===== src/rtl/bus_pkg.sv =====
// bus_pkg: shared grant encodings, FSM state type and select width for the bus arbiter
package bus_pkg;
  localparam int ADDR_SEL_BITS = 2;
  localparam int SEL_CNT_W = $clog2(ADDR_SEL_BITS);
  localparam logic [1:0] GRANT_NONE = 2'b00;
  localparam logic [1:0] GRANT_M1 = 2'b01;
  localparam logic [1:0] GRANT_M2 = 2'b10;
  localparam logic [2:0] SLAVE_NONE = 3'b000;
  localparam logic [2:0] SLAVE_S1 = 3'b011;
  localparam logic [2:0] SLAVE_S2 = 3'b101;
  localparam logic [2:0] SLAVE_S3 = 3'b111;
  typedef enum logic [1:0] {IDLE, ADDR, CONNECT, HOLD} state_t;
endpackage


===== src/rtl/addr_deser.sv =====
// addr_deser: serial slave-select shifter with bit counter and address timeout counter
module addr_deser import bus_pkg::*; #(
  parameter int ADDR_TIMEOUT = 15
) (
  input  logic                     clk,
  input  logic                     rstn,
  input  logic                     clr,
  input  logic                     en,
  input  logic                     valid,
  input  logic                     bit_in,
  output logic [ADDR_SEL_BITS-1:0] sel_nxt,
  output logic                     last_bit,
  output logic                     timeout
);
  localparam int TW = $clog2(ADDR_TIMEOUT + 1);
  logic [ADDR_SEL_BITS-1:0] sel;
  logic [SEL_CNT_W-1:0] bit_cnt;
  logic [TW-1:0] tmo;
  assign sel_nxt = {sel[ADDR_SEL_BITS-2:0], bit_in};
  assign last_bit = valid && bit_cnt == SEL_CNT_W'(ADDR_SEL_BITS - 1);
  assign timeout = !valid && tmo == TW'(ADDR_TIMEOUT - 1);
  // shift qualified bits MSB first, count idle cycles otherwise
  always_ff @(posedge clk)
    if (!rstn || clr) begin
      sel <= '0;
      bit_cnt <= '0;
      tmo <= '0;
    end else if (en) begin
      if (valid) begin
        sel <= sel_nxt;
        bit_cnt <= bit_cnt + 1'b1;
      end else
        tmo <= tmo + 1'b1;
    end
endmodule


===== src/rtl/bus_arbiter.sv =====
// bus_arbiter: two-master round-robin bus arbiter with serial slave-select decode
module bus_arbiter import bus_pkg::*; #(
  parameter int ADDR_TIMEOUT = 15
) (
  input  logic       clk,
  input  logic       rstn,
  input  logic       m1_request,
  input  logic       m2_request,
  input  logic       m1_master_valid,
  input  logic       m2_master_valid,
  input  logic       m1_tx_address,
  input  logic       m2_tx_address,
  output logic [1:0] bus_grant,
  output logic [2:0] slave_grant,
  output logic       m1_grant,
  output logic       m2_grant,
  output logic       decode_error
);
  state_t state;
  logic last_m2;
  logic pick_m2;
  logic req;
  logic valid;
  logic addr;
  logic [ADDR_SEL_BITS-1:0] sel_nxt;
  logic last_bit;
  logic timeout;
  assign m1_grant = bus_grant[0];
  assign m2_grant = bus_grant[1];
  assign pick_m2 = m2_request && (!m1_request || !last_m2);
  assign req = bus_grant == GRANT_M1 ? m1_request : m2_request;
  assign valid = bus_grant == GRANT_M1 ? m1_master_valid : bus_grant == GRANT_M2 ? m2_master_valid : 1'b0;
  assign addr = bus_grant == GRANT_M1 ? m1_tx_address : bus_grant == GRANT_M2 ? m2_tx_address : 1'b0;
  addr_deser #(.ADDR_TIMEOUT(ADDR_TIMEOUT)) u_deser (
    .clk(clk),
    .rstn(rstn),
    .clr(state == IDLE),
    .en(state == ADDR),
    .valid(valid),
    .bit_in(addr),
    .sel_nxt(sel_nxt),
    .last_bit(last_bit),
    .timeout(timeout)
  );
  // grant, decode and release sequencing; a dropped request always wins over decode
  always_ff @(posedge clk)
    if (!rstn) begin
      state <= IDLE;
      bus_grant <= GRANT_NONE;
      slave_grant <= SLAVE_NONE;
      decode_error <= 1'b0;
      last_m2 <= 1'b1;
    end else begin
      decode_error <= 1'b0;
      case (state)
        IDLE:
          if (m1_request || m2_request) begin
            bus_grant <= pick_m2 ? GRANT_M2 : GRANT_M1;
            last_m2 <= pick_m2;
            state <= ADDR;
          end
        ADDR:
          if (!req) begin
            bus_grant <= GRANT_NONE;
            slave_grant <= SLAVE_NONE;
            state <= IDLE;
          end else if (last_bit) begin
            if (sel_nxt == '0) begin
              decode_error <= 1'b1;
              state <= HOLD;
            end else begin
              slave_grant <= {sel_nxt, 1'b1};
              state <= CONNECT;
            end
          end else if (timeout) begin
            decode_error <= 1'b1;
            state <= HOLD;
          end
        default:
          if (!req) begin
            bus_grant <= GRANT_NONE;
            slave_grant <= SLAVE_NONE;
            state <= IDLE;
          end
      endcase
    end
endmodule


===== config.mk =====
export PLATFORM = sky130hd
export DESIGN_NAME = bus_arbiter
export DESIGN_NICKNAME = d
export VERILOG_FILES = /design/src/rtl/bus_pkg.sv /design/src/rtl/addr_deser.sv /design/src/rtl/bus_arbiter.sv
export SDC_FILE = /design/constraint.sdc
export NUM_CORES = 1
export LEC_CHECK = 0
export BUFFER_PORTS_ARGS = -buffer_cell sky130_fd_sc_hd__buf_2
export CAP_MARGIN = 20
export CORE_MARGIN = 2
export CORE_UTILIZATION = 25
export CTS_CLUSTER_SIZE = 40
export DETAILED_ROUTE_END_ITERATION = 16
export PLACE_DENSITY_LB_ADDON = 0.25
export SLEW_MARGIN = 20
export SYNTH_ARGS = -nofsm -noshare
export SYNTH_HDL_FRONTEND = slang
export SYNTH_SLANG_ARGS = --single-unit

===== constraint.sdc =====
create_clock -name clk -period 3.44 [get_ports clk]
set_input_delay 0.344 -clock clk [delete_from_list [all_inputs] [get_ports clk]]
set_output_delay 0.344 -clock clk [all_outputs]
set_load 0.005 [all_outputs]

==> results of run 1 <==
[layout by cell type, fill, tap and decap left out, drive strengths merged, types with 2 or more instances in the layout]
cell,instances
nand3,4
mux2i,2
inv,2
o211ai,2
clkinv,2
o21ai,7
nand2,14
nor2,5
nand4,2
a21boi,2
clkbuf,3
a22o,4
or4,2
buf,15
ha,2
nor3,2
a21oi,8
dfxtp,15
o32ai,3
[power by group]
group	switching, mW	internal (mW)	leakage, nW
Combinational	0.0423	0.0287	0.225
Sequential	0.00925	0.180	0.122
Clock	0.0586	0.0432	0.0177
[worst max-delay path: stages (launching register included)]
cell	delay, ps
dfxtp_1	400
nor2b_2	380
a221oi_1	220
nor4b_1	400
o21ai_1	140
a22o_1	240
[state kept, by name, indices dropped and copies added, names as in the netlist]
signal           count
bus_grant            2
decode_error         1
u_deser.sel          1
state                2
u_deser.bit_cnt      1
u_deser.tmo          4
last_m2              1
slave_grant          3
[worst max path at each step]
stage          depth (start not counted)              to
6_report                               5  slave_grant[2]
5_1_grt                                5  slave_grant[2]
4_1_cts                                5  slave_grant[2]
3_5_place_dp                           5  slave_grant[2]
3_3_place_gp                           5  slave_grant[1]
2_1_floorplan                          6  slave_grant[1]
[per-layer routing]
layer	track usage, %	vias to the layer above	wire, µm
met3	1.92	2	56
met2	16.6	18	917
met5	0	-	0
met1	14.6	357	912
li1	-	379	-
met4	5.90	0	10
[through the flow]
step | std cells | area [µm²] | hold slack (ps) | total power [mW]
after floorplan | 95 | 812 | 460 | 0.246
after global placement | 148 | 903 | 462 | 0.264
after detailed placement | 148 | 903 | 472 | 0.264
after CTS | 152 | 931 | 338 | 0.368
after global routing | 152 | 931 | 346 | 0.384
final | 152 | 931 | 342 | 0.363
[final cells by class]
type                    instances  share of cell area (%)
multi-input cells              71                    49.6
flip-flops and latches         15                    32.3
repair buffers                 15                    8.06
well taps                      44                    5.91
clock buffers                   3                    2.42
inverters                       3                    1.21
clock inverters                 1                   0.538
[cells by family after synthesis]
family	Yosys count
AO/OA/AOI/OAI	30
adder cells (fa/ha/maj)	2
buffers and inverters	9
flip-flops	15
multiplexers	3
AND/OR/NAND/NOR	36
==> out/qor.csv, run 1 <==
metric;value;unit
status;complete, no violations;
core.rowCount;20;
synth.area.mux_share;3.85;%
first_pass_iters;4;
mappedNetlistNets;105;
cts-hold-fix-buffers;0;
die-width;61.0;µm
layout-drive-gt1-share;24.1;%
crit_start;bus_grant[0];
ys_types;37;
required;3630;ps
hold_violations;0;
post_cts_resized;0;
via_per_inst;4.97;
worstHoldPathCells;2;
grt_pass1_vias;650;
wl;1.90;mm
clockBufferDepth;2;
synth_ff_type;dfxtp_1;
ys_async_sr_fraction;0;%
synth_compound_area_share;27.3;%
rsz0062_at_grt;false;
synth_commonest_cells;15 x dfxtp_1, 13 x nand2_1, 8 x a21oi_1;
layout-area-overhead-vs-synth;14.6;%
dieArea;3720;µm²
synth_top_family_by_area;compound AO/OA/AOI/OAI gates;
vdd_drop_max;0.0675;mV
synth-xor-area-share;0;%
relSlewSlack;59.4;%
min_path_type;in2reg;
finalMaxSlewViolations;0;
synth_edf_count;0;
dp_slack;1590;ps
fmax;537;MHz
cts_buffers;3;
ff_latch_area;300;µm²
drv_cap;0;
drtAntennaViolNets;0;
vias;756;
yosysTopAreaCell;dfxtp_1;
io_buffers;15;
gp_congestion;0.769;
syn_area_per_cell;8.55;µm²
synthSimpleGateAreaFrac;22.7;%
worst_slack;1580;ps
startpoint_type;flop;
critPathKind;reg2reg;
clockRootBuffer;clkbuf_4;
arrival;2050;ps
grt_max_degree;11;
clkSinkCount;15;
nNetsFinal;119;
htree_levels;1;
cts_tree;yes;
die_y;61.0;µm
rr_startpoint;bus_grant[0];
min_from;rstn;
setup_viol;0;
ys_seq_area_share;37.0;%
power_leakage;0.365;nW
finalSetupTns;0;ps
r2r_end;slave_grant[2];
fin_worst_skew;5.53;ps
tightest_slew;607;ps
synth_area;812;µm²
end_kind;flop;
final_core_util;30.2;%
ys_ff_latch;15;
antenna_cells;0;
r2r_cells;5;
antenna_found_initial;0;
p_per_area;390;nW/µm²
fillers;335;
multi_input_area;462;µm²
whs_endpoint;last_m2;
first_iter_violations;28;
initial_utilization;26.4;%
clkSlewWorstSetupHoldPaths;90;ps
io_pins;16;
crit_path_max_fanout;6;
clk_latency;290;ps
grtUsageTotal;10.9;%
cts_setup_buffers;0;
coreArea;3080;µm²
syn_inst;95;
gr-total-overflow;0;
grt_pass1_wl;2.96;mm
yosys.cell_count.top_type;dfxtp_1;
min_period_over_period;54.1;%
wl_per_cell;12.5;µm
synth_top_area_share;37.0;%
drc_errors;0;
synth_fa_ha_area_share;3.08;%
rrSetupSlack;1580;ps
hpwl;1.41;mm
yosysWarnings;0;
synthTopCellsByArea;dfxtp_1 37%, nand2_1 6.0%, a21oi_1 4.9%, o21ai_0 3.7%, o32ai_1 3.2%;
period_needed;1860;ps
Power figures use the tool's default switching activity.
==> inputs of run 2 (changes only) <==
==> constraint.sdc (replaced) <==
create_clock -name clk -period 1.55 [get_ports clk]
set_input_delay 0.155 -clock clk [delete_from_list [all_inputs] [get_ports clk]]
set_output_delay 0.155 -clock clk [all_outputs]
set_load 0.005 [all_outputs]
==> out/qor.csv, run 2 (synthesis results as in run 1) <==
metric;value;unit
status;complete, no violations;
holdWs;147;ps
period_needed;1530;ps
reg.largest.list;u_deser.tmo: 4 flops, slave_grant: 3 flops;
htree_levels;1;
antenna_found_initial;0;
ff_latch_area;307;µm²
first_pass_iters;4;
crit_path_max_incr_delay;500;ps
final_cell_mix;15 x buf_2, 12 x nand2_1, 12 x dfxtp_1, 12 x buf_4, 7 x a21oi_1;
required;1780;ps
power_leakage;0.437;nW
gp_congestion;0.753;
cts-hold-fix-buffers;0;
grt_pass1_vias;718;
layout-area-overhead-vs-synth;34.8;%
clkSlewWorstSetupHoldPaths;90;ps
drc_errors;0;
crit_path_max_fanout;4;
top_register;u_deser.tmo;
wl_per_cell;12.3;µm
initial_utilization;26.4;%
cp_num_buf_inv;1;
rsz0062_at_grt;true;
final_core_util;35.6;%
clockRootBuffer;clkbuf_4;
clockBufferDepth;2;
nNetsFinal;133;
setup_viol;0;
clkPwrFrac;26.7;%
end_kind;flop;
arrival;1760;ps
coreArea;3080;µm²
antenna_cells;0;
cts_tree;yes;
dp_slack;-135;ps
worst_slack;18.3;ps
die-width;61.0;µm
min_period_over_period;98.8;%
die_y;61.0;µm
fmax;653;MHz
grtUsageTotal;12.2;%
vdd_drop_max;0.228;mV
vias;810;
drv_cap;0;
grt_pass1_wl;3.29;mm
via_per_inst;4.88;
clk_latency;290;ps
drtAntennaViolNets;0;
relSlewSlack;76.6;%
final_common_cell;buf_2;
grt_max_degree;11;
fillers;340;
tightest_slew;351;ps
clkSinkCount;15;
swShare;30.2;%
largest_reg_flops;4;
layout-drive-gt1-share;39.3;%
hold_violations;0;
first_iter_violations;22;
finalMaxSlewViolations;0;
comb_power_share;25.4;%
p_per_area;798;nW/µm²
power;0.874;mW
gr-total-overflow;0;
hpwl;1.50;mm
cp_top_family;simple AND/OR/NAND/NOR gates;
switchingPower;0.264;mW
core.rowCount;20;
min_path_type;in2reg;
cts_buffers;3;
seqPwrFrac;48.0;%
finalSetupTns;0;ps
p_int;0.610;mW
multi_input_area;508;µm²
startpoint_type;flop;
critPathKind;reg2reg;
fin_worst_skew;2.37;ps
io_pins;16;
crit_slowest_cell;or4_4;
wl;2.05;mm
worstPathCellList;and2b_4, a221oi_4, buf_6, or4_4, a21oi_2;
dieArea;3720;µm²
io_buffers;15;
## run 2: changes by cell type in the layout (fill, tap and decap cells not counted), sizes merged
cell and change:
clkinv -1, buf +14, clkbuf +1
## run 2: final cells by class
cell class	count	share of cell area [%]
multi-input combinational	71	46.4
timing repair buffer	29	17.1
clock buffer	4	2.40
sequential	15	28.0
tap	44	5.03
inverter	3	1.03
## run 2: final timing paths
path / startpoint / end / slack, ps / cells after the start
setup / recovery: bus_grant[0] / slave_grant[0] / 20 / 5
hold / removal: rstn / last_m2 / 150 / 2
setup reg to reg: bus_grant[0] / slave_grant[0] / 20 / 5
hold reg to reg: slave_grant[1] / slave_grant[1] / 490 / 1
## run 2: layer usage
metal | vias up | GRT usage (%) | share of wire [%]
met3 | 5 | 1.92 | 1.6
met4 | 0 | 8.39 | 3.1
met2 | 11 | 18.4 | 48
met5 | - | 0 | 0
met1 | 387 | 15.9 | 47
li1 | 407 | - | -
## run 2: repair_timing
item | CTS | global route
setup endpoints to repair | 5 | 8
pin swaps | 2 | 3
gates resized for setup | 3 | 12
setup buffers | 1 | 1
## run 2: per-stage QoR
stage               instances  instance area, µm²
floorplan                  95                 812
global placement          160                 993
detailed placement        160                 993
CTS                       165                1040
global route              166                1090
finish                    166                1090
## run 2: power groups by stage
stage / clock, mW / combinational [mW] / sequential, mW
after floorplan: 0 / 0.125 / 0.422
after global placement: 0 / 0.197 / 0.426
after detailed placement: 0 / 0.196 / 0.427
after CTS: 0.240 / 0.203 / 0.418
after global routing: 0.253 / 0.243 / 0.422
final: 0.233 / 0.222 / 0.419
==> inputs of run 3 (changes only) <==
--- a/config.mk
+++ b/config.mk
@@ -9,6 +9,7 @@
 export CAP_MARGIN = 20
 export CORE_MARGIN = 2
 export CORE_UTILIZATION = 25
+export CTS_BUF_LIST = sky130_fd_sc_hd__clkbuf_4 sky130_fd_sc_hd__clkbuf_8
 export CTS_CLUSTER_SIZE = 40
 export DETAILED_ROUTE_END_ITERATION = 16
 export PLACE_DENSITY_LB_ADDON = 0.25
==> out/qor.csv, run 3 (synthesis results as in run 1) <==
metric;value;unit
vdd_drop_max;0.195;mV
layout-drive-gt1-share;41.1;%
crit_path_max_fanout;4;
period_needed;1540;ps
io_buffers;15;
rr_startpoint;bus_grant[0];
core.rowCount;20;
min_period_over_period;99.2;%
hpwl;1.50;mm
final_common_cell;buf_2;
tightest_slew;396;ps
setup_viol;0;
worstHoldPathCells;2;
relSlewSlack;73.6;%
cts_buffers;3;
hold_violations;0;
status;complete, no violations;
whs_endpoint;last_m2;
holdWs;149;ps
finalMaxSlewViolations;0;
dp_slack;-135;ps
dp_cells;160;
required;1790;ps
initial_utilization;26.4;%
gp_congestion;0.753;
die_y;61.0;µm
antenna_cells;0;
rrSetupSlack;10;ps
antenna_found_initial;0;
r2r_cells;5;
gr-total-overflow;0;
finalSetupTns;0;ps
fmax;650;MHz
die-width;61.0;µm
clk_latency;290;ps
htree_levels;1;
fin_worst_skew;6.32;ps
largest_reg_flops;4;
drv_cap;0;
first_iter_violations;40;
min_path_type;in2reg;
clockRootBuffer;clkbuf_4;
ff_latch_area;304;µm²
worst_slack;12.5;ps
via_per_inst;4.90;
wl;2.06;mm
grt_pass1_wl;3.41;mm
final_cell_mix;15 x buf_2, 14 x buf_4, 12 x nand2_1, 12 x dfxtp_1, 7 x a21oi_1;
grtUsageTotal;12.4;%
end_kind;flop;
grt_max_degree;11;
reg.largest.list;u_deser.tmo: 4 flops, slave_grant: 3 flops;
coreArea;3080;µm²
clockBufferDepth;2;
nNetsFinal;135;
cts-hold-fix-buffers;0;
cts_tree;yes;
wl_per_cell;12.2;µm
startpoint_type;flop;
drtAntennaViolNets;0;
min_from;rstn;
fin_cells;168;
clkSlewWorstSetupHoldPaths;100;ps
arrival;1770;ps
io_pins;16;
final_core_util;36.4;%
vias;824;
grt_pass1_vias;725;
p_per_area;808;nW/µm²
first_pass_iters;4;
dieArea;3720;µm²
rsz0062_at_grt;true;
top_register;u_deser.tmo;
critPathKind;reg2reg;
fillers;335;
multi_input_area;517;µm²
r2r_end;slave_grant[0];
clkSinkCount;15;
drc_errors;0;
power_leakage;0.451;nW
layout-area-overhead-vs-synth;37.9;%
==> run 3: cell types whose count changed in the layout (fill, tap and decap cells not counted), sizes merged <==
cell  change
buf       +2
==> run 3: power by group <==
group / internal (mW) / switching (mW) / total [mW]
sequential: 0.402 / 0.0179 / 0.420
combinational: 0.113 / 0.115 / 0.228
clock: 0.118 / 0.139 / 0.257
total: 0.632 / 0.272 / 0.905
==> run 3: layout make-up <==
| type | instances | area share, % |
|---|---|---|
| clock buffers | 4 | 2.68 |
| flip-flops and latches | 15 | 27.2 |
| multi-input cells | 71 | 46.1 |
| well taps | 44 | 4.92 |
| repair buffers | 31 | 18.1 |
| inverters | 3 | 1.01 |
==> run 3: how the worst max path moves through the flow <==
stage               depth (start not counted)              to          from  slack (ps)
floorplan                                   6  slave_grant[2]  bus_grant[0]          -4
global placement                            6  slave_grant[1]  bus_grant[0]         -90
detailed placement                          6  slave_grant[2]  bus_grant[0]        -130
CTS                                         6  u_deser.tmo[3]  bus_grant[0]           1
global route                                5  slave_grant[0]  bus_grant[0]         -40
finish                                      5  slave_grant[0]  bus_grant[0]          10
==> run 3: layer usage <==
metal  GRT usage (%)  vias to the layer above  part of all wire [%]  wire length, µm
met5               0                        -                     0                0
met4            6.52                        0                   2.5               51
met3            1.92                        5                   2.2               45
met2            19.4                       16                    47              972
met1            16.5                      390                    48              986
li1                -                      413                     -                -
==> run 3: metrics by stage <==
step                      instance area, µm²  power, mW
after floorplan                          812      0.546
after global placement                   993      0.623
after detailed placement                 993      0.623
after CTS                               1080      0.889
after global routing                    1120      0.945
final                                   1120      0.905
==> run 3: timing repair <==
item	in CTS	in global routing
pin swaps	2	7
gates cloned	0	0
resized for setup	6	11
setup buffers	3	1
setup endpoints to repair	5	9
==> run 3: worst max-delay path, stage by stage, from the launching register on <==
cell,delay (ps)
dfxtp_2,340
and2b_4,290
a221oi_4,90
buf_6,120
or4_4,500
a21oi_2,140
